## src/rtl/group_project_top.sv

```systemverilog
// Branch-prediction demo top: 2-stage core running a fixed ROM loop, direct-mapped BTB,
// saturating performance counters and a UART that reports them once the program halts.
module group_project_top #(
   parameter int CLKS_PER_BIT = 434,
   parameter int BTB_ENTRIES  = 8
) (
   input  logic        CLOCK_50,
   input  logic        RST_n,
   input  logic [9:0]  SW,
   inout  wire  [35:0] GPIO
);
   localparam int IDX_W  = $clog2(BTB_ENTRIES);
   localparam int TAG_W  = 8 - IDX_W;
   localparam int BAUD_W = $clog2(CLKS_PER_BIT);
   localparam logic [BAUD_W-1:0] BAUD_LAST = BAUD_W'(CLKS_PER_BIT - 1);

   typedef enum logic [2:0] {U_IDLE, U_START, U_DATA, U_STOP, U_DONE} uart_state_t;

   logic clk, rst;
   assign clk = CLOCK_50;
   assign rst = RST_n;

   function automatic logic [15:0] rom(input logic [7:0] addr);
      case (addr)
         8'd0:    rom = 16'hC00A;
         8'd1:    rom = 16'h0000;
         8'd2:    rom = 16'h8001;
         default: rom = 16'h2000;
      endcase
   endfunction

   function automatic logic [15:0] sat_inc(input logic [15:0] v);
      sat_inc = (v == 16'hFFFF) ? v : v + 16'd1;
   endfunction

   logic [7:0]       pc_p0, pred_p0;
   logic [15:0]      instr_p0;
   logic [IDX_W-1:0] idx_p0, idx_p1;
   logic             hit_p0;
   logic [15:0]      instr_p1;
   logic [7:0]       pc_p1, pred_p1, actual_p1, imm_p1, r_dec, r_q;
   logic [1:0]       op_p1;
   logic             vld_p1, is_halt, is_bnz, is_br, is_ldi, taken, mispred, btb_clr, advance;
   logic             halted;
   logic [15:0]      cyc_cnt, ret_cnt, mis_cnt;

   logic [BTB_ENTRIES-1:0] btb_valid;
   logic [TAG_W-1:0]       btb_tag [BTB_ENTRIES];
   logic [7:0]             btb_tgt [BTB_ENTRIES];

   // ---- F stage: ROM read and BTB lookup ----
   assign instr_p0 = rom(pc_p0);
   assign idx_p0   = pc_p0[IDX_W-1:0];
   assign hit_p0   = btb_valid[idx_p0] && (btb_tag[idx_p0] == pc_p0[7:IDX_W]) && SW[0];
   assign pred_p0  = hit_p0 ? btb_tgt[idx_p0] : pc_p0 + 8'd1;

   // ---- E stage: resolve branch, detect mispredict ----
   assign op_p1     = instr_p1[15:14];
   assign imm_p1    = instr_p1[7:0];
   assign idx_p1    = pc_p1[IDX_W-1:0];
   assign r_dec     = r_q - 8'd1;
   assign is_halt   = vld_p1 && (op_p1 == 2'b00) && instr_p1[13];
   assign is_br     = vld_p1 && (op_p1 == 2'b01);
   assign is_bnz    = vld_p1 && (op_p1 == 2'b10);
   assign is_ldi    = vld_p1 && (op_p1 == 2'b11);
   assign taken     = is_br || (is_bnz && (r_dec != 8'd0));
   assign actual_p1 = taken ? imm_p1 : pc_p1 + 8'd1;
   assign mispred   = vld_p1 && !is_halt && (actual_p1 != pred_p1);
   assign btb_clr   = is_bnz && !taken && btb_valid[idx_p1] && (btb_tag[idx_p1] == pc_p1[7:IDX_W]);
   assign advance   = !halted && !is_halt;

   always_ff @(posedge clk or posedge rst) begin
      if (rst) begin
         pc_p0     <= 8'd0;
         vld_p1    <= 1'b0;
         r_q       <= 8'd0;
         btb_valid <= '0;
         halted    <= 1'b0;
         cyc_cnt   <= 16'd0;
         ret_cnt   <= 16'd0;
         mis_cnt   <= 16'd0;
      end else if (!halted) begin
         cyc_cnt <= sat_inc(cyc_cnt);
         if (vld_p1)  ret_cnt <= sat_inc(ret_cnt);
         if (mispred) mis_cnt <= sat_inc(mis_cnt);
         if (is_halt) begin
            halted <= 1'b1;
         end else begin
            pc_p0  <= mispred ? actual_p1 : pred_p0;
            vld_p1 <= !mispred;
            if (is_ldi)      r_q <= imm_p1;
            else if (is_bnz) r_q <= r_dec;
            if (taken)        btb_valid[idx_p1] <= 1'b1;
            else if (btb_clr) btb_valid[idx_p1] <= 1'b0;
         end
      end
   end

   // Data side of the pipe and BTB payload carry no reset; vld_p1/btb_valid qualify them.
   always_ff @(posedge clk) begin
      if (advance) begin
         instr_p1 <= instr_p0;
         pc_p1    <= pc_p0;
         pred_p1  <= pred_p0;
      end
      if (advance && taken) begin
         btb_tag[idx_p1] <= pc_p1[7:IDX_W];
         btb_tgt[idx_p1] <= actual_p1;
      end
   end

   // ---- UART report: mispredicts then cycles, MSB byte first ----
   uart_state_t      u_state, u_next;
   logic [BAUD_W-1:0] baud;
   logic [2:0]       bit_idx;
   logic [1:0]       byte_idx;
   logic [7:0]       tx_byte;
   logic             bit_done, tx;

   assign bit_done = (baud == BAUD_LAST);

   always_comb begin
      case (byte_idx)
         2'd0:    tx_byte = mis_cnt[15:8];
         2'd1:    tx_byte = mis_cnt[7:0];
         2'd2:    tx_byte = cyc_cnt[15:8];
         default: tx_byte = cyc_cnt[7:0];
      endcase
   end

   always_ff @(posedge clk or posedge rst) begin
      if (rst) u_state <= U_IDLE;
      else     u_state <= u_next;
   end

   always_comb begin
      u_next = u_state;
      tx     = 1'b1;
      case (u_state)
         U_IDLE:  if (halted) u_next = U_START;
         U_START: begin
            tx = 1'b0;
            if (bit_done) u_next = U_DATA;
         end
         U_DATA: begin
            tx = tx_byte[bit_idx];
            if (bit_done && bit_idx == 3'd7) u_next = U_STOP;
         end
         U_STOP:  if (bit_done) u_next = (byte_idx == 2'd3) ? U_DONE : U_START;
         default: u_next = U_DONE;
      endcase
   end

   always_ff @(posedge clk or posedge rst) begin
      if (rst) begin
         baud     <= '0;
         bit_idx  <= 3'd0;
         byte_idx <= 2'd0;
      end else begin
         if (u_state == U_IDLE || u_state == U_DONE || bit_done) baud <= '0;
         else                                                     baud <= baud + 1'b1;
         if (u_state == U_DATA && bit_done) bit_idx  <= bit_idx + 3'd1;
         if (u_state == U_STOP && bit_done) byte_idx <= byte_idx + 2'd1;
      end
   end

   assign GPIO = {{32{1'bz}}, tx, {3{1'bz}}};

   logic unused_bits;
   assign unused_bits = ^{SW[9:1], instr_p1[12:8], ret_cnt};
endmodule

```

## config.mk

```make
export PLATFORM = sky130hd
export DESIGN_NAME = group_project_top
export DESIGN_NICKNAME = d
export VERILOG_FILES = /design/src/rtl/group_project_top.sv
export SDC_FILE = /design/constraint.sdc
export NUM_CORES = 1
export LEC_CHECK = 0
export ABC_AREA = 1
export ABC_CLOCK_PERIOD_IN_PS = 3200
export CORE_ASPECT_RATIO = 1.1
export CORE_MARGIN = 2
export CORE_UTILIZATION = 42
export CTS_BUF_LIST = sky130_fd_sc_hd__clkbuf_2
export DETAILED_ROUTE_END_ITERATION = 7
export GPL_ROUTABILITY_DRIVEN = 0
export PLACE_DENSITY_LB_ADDON = 0.15
export SLEW_MARGIN = 20
export SYNTH_ARGS = -nofsm -noshare
export SYNTH_HDL_FRONTEND = slang
export SYNTH_SLANG_ARGS = --single-unit
```

## constraint.sdc

```tcl
create_clock -name CLOCK_50 -period 3.2 [get_ports CLOCK_50]
set_clock_uncertainty 0.1 [all_clocks]
set_input_delay 0.32 -clock CLOCK_50 [delete_from_list [all_inputs] [get_ports CLOCK_50]]
set_output_delay 0.32 -clock CLOCK_50 [all_outputs]
set_load 0.05 [all_outputs]
```

==> reports/metrics.yaml <==
sta:
  rsz0062_at_grt: "true"
  whs_ps: 316
  fin_tns_setup_ps: 0
  period_share_pct: 94.8
  slew_viol_final: 0
  final.min_clock_period_ps: 3030
  setup_ws_ps: 165
  setup_violations: 0
  relSlewSlack_pct: 46.8
  fmax_mhz: 330
  worst_pin_slew_ps: 796
  finalHoldViolations: 0
synthesis:
  synth_top_cell_area_share_pct: 34.9
  synth_compound_area_share_pct: 13.2
  synth_edf_count: 124
  netlist_area_um2: 10700
  synthTopCellsByArea: "edfxtp_1 (35%), dfrtp_1 (18%), nand2_1 (7.1%)"
  syn_inst: 1151
  synth-xor-area-share_pct: 3.62
  synth.avg_cell_area_um2: 9.26
  ys_ff_latch: 202
  ys.flop_type: "edfxtp_1"
  yosysWarnings: 0
  synthAdderAreaFrac_pct: 2.00
  synthArstFlopShare_pct: 37.1
  synth_seq_area_share_pct: 53.1
  ys_types: 46
  synth_top_area_cell: "edfxtp_1"
  yosys.area_share.simple_pct: 18.2
  synth_mux_area_share_pct: 0
  synth_top_family_by_area: "simple AND/OR/NAND/NOR gates"
pwr:
  power.density_nw_per_um2: 403
  switching_share_pct: 26.1
  intPower_mw: 3.43
  ir_worst_vdd_uv: 220
  p_switching_mw: 1.21
  p_comb_share_pct: 2.5
  clkPwrFrac_pct: 38.4
  leakage_nw: 4.82
  power_frac_seq_pct: 59.1
global_route:
  grt_overflow: 0
  grt.total_usage_pct: 19.1
  grt_pass1_wl_um: 39900
  grt_max_degree: 48
  antenna_found_initial: 1
  grt_pass1_vias: 7740
route:
  ant_nets: 0
  drc: 0
  wirelength_um: 25000
  dr.pass1.iters: 5
  wire_per_inst_um: 16.0
  drtIter0Drc: 456
  routed_via_density: 5.03
  num_vias: 7856
critical_path:
  worstPathRequired_ps: 2780
  arrival_ps: 2610
  path_class: "flip-flop to output port"
  critPathLaunchType: "flip-flop"
  setup.worst_path.end_class: "output port"
  cp_max_fo: 8
  r2r_start: "pc_p0[1]"
  startpoint: "byte_idx[0]"
cts:
  cts_tree: "done"
  clkLatencyLatePin_ps: 840
  clk_pin_slew_worst_paths_ps: 100
  clock-root-buffer: "clkbuf_2"
  ctsHtreeMaxLevel: 2
  cts_buffer_depth: 3
  cts_num_sinks: 202
  cts_buffers: 55
finish:
  final_nets: 1231
  syn2layout_area_growth_pct: 7.99
  final_common_cell: "nand2_1"
  finalInstanceArea_um2: 11500
  layout_common_cells: "nand2_1 (200), inv_1 (131), edfxtp_1 (124)"
  stdcell_count: 1563
  drive_gt1_share_pct: 15.0
floorplan:
  pin_count: 48
  dieArea_um2: 26700
  placementRows: 61
  core_um2: 25100
  dieWidth_um: 156
  start_util_pct: 42.5
  die_h_um: 171
job:
  drv_cap: 0
placement:
  hpwl_um: 16300
  port-buffer-count: 2
  place_inst: 1455
  post_dp_cell_area_um2: 10900
  dpl_worst_slack_ps: 98.7
status:
  outcome: "complete, no violations"
hold_path:
  hp-class: "primary input to asynchronous set/reset pin"
==> power by group through the flow <==
stage,combinational (mW),sequential [mW],clock (mW)
global route,0.123,2.74,2.01
finish,0.114,2.74,1.78
global placement,0.115,2.80,0
detailed placement,0.115,2.80,0
floorplan,0.136,2.80,0
CTS,0.116,2.74,1.89
==> layout make-up <==
cell class | count | area (µm²)
diodes | 1 | 2.50
clock buffers | 80 | 400
clock inverters | 22 | 96.3
fillers | 2483 | 13600
inverters | 141 | 533
multi-input cells | 767 | 4120
flip-flops and latches | 202 | 5670
well taps | 315 | 394
repair buffers | 35 | 299
==> synth_stat cells (all sizes together), types with 2 or more instances <==
cell type / instances
edfxtp: 124
nor4: 7
dfxtp: 3
ha: 17
o21ai: 141
a221oi: 8
buf: 61
dfrtp: 75
a21oi: 56
nand3b: 3
o211ai: 14
nand2: 213
nand3: 57
inv: 141
nor2: 101
nand4: 24
clkbuf: 14
o221ai: 5
a31oi: 2
xor2: 35
o22ai: 10
o21a: 3
nor3: 14
or2: 8
xnor2: 9
==> path summary, 6_finish.rpt <==
path,end,slack [ps],depth (start not counted)
worst min-delay path,mis_cnt[4],320,3
min in group CLOCK_50,pred_p1[2],340,5
worst max-delay path,GPIO[3],170,10
max in group asynchronous,baud[5],1930,4
worst max register to register,pc_p0[6],260,11
worst min register to register,baud[0],400,1
==> per-layer routing <==
layer / track usage, % / up-vias / wire, µm
met5: 0 / - / 0
met4: 6.02 / 0 / 466
met3: 3.44 / 43 / 993
met2: 34.7 / 144 / 12800
met1: 22.9 / 3690 / 10800
li1: - / 3979 / -
==> worst max-delay path, cell delays in order, from the launching register on <==
cell and delay (ps):
dfrtp_2 430, inv_2 80, ha_2 200, inv_4 90, o21ai_1 60, o221ai_1 190, nand2_1 70, o22ai_1 120
inv_1 60, o211ai_1 260, nand2_2 250
==> flip-flops by register name, summed over array words and instances, names as in the netlist, named ones only <==
name / flops
baud: 9
pc_p0: 8
instr_p1: 4
halted: 1
mis_cnt: 16
bit_idx: 3
pred_p1: 8
byte_idx: 2
cyc_cnt: 16
btb_tgt: 64
vld_p1: 1
pc_p1: 8
btb_tag: 40
u_state: 3
r_q: 8
==> logic make-up (layout without fill, tap and decap cells) <==
logic type / count (synthesis) / count (layout)
flops: 202 / 202
xor+xnor: 44 / 44
fa+ha+maj: 17 / 17
compound gates: 244 / 244
buf+inv: 216 / 278
other cells: 1 / 36
simple gates: 427 / 427
==> what timing repair did <==
item	in CTS	in global routing
resized for setup	5	16
setup endpoints to repair	1	22
hold endpoints to repair	28	0
buffers inserted	2	2
pin swaps	2	5
hold buffers	1	0
gates cloned	0	0
==> through the flow <==
step,power (mW),util [%]
after CTS,4.74,45.6
after global placement,2.91,43.5
after global routing,4.88,45.8
after detailed placement,2.91,43.5
final,4.64,45.8
after floorplan,2.93,-
Power figures use the tool's default switching activity.
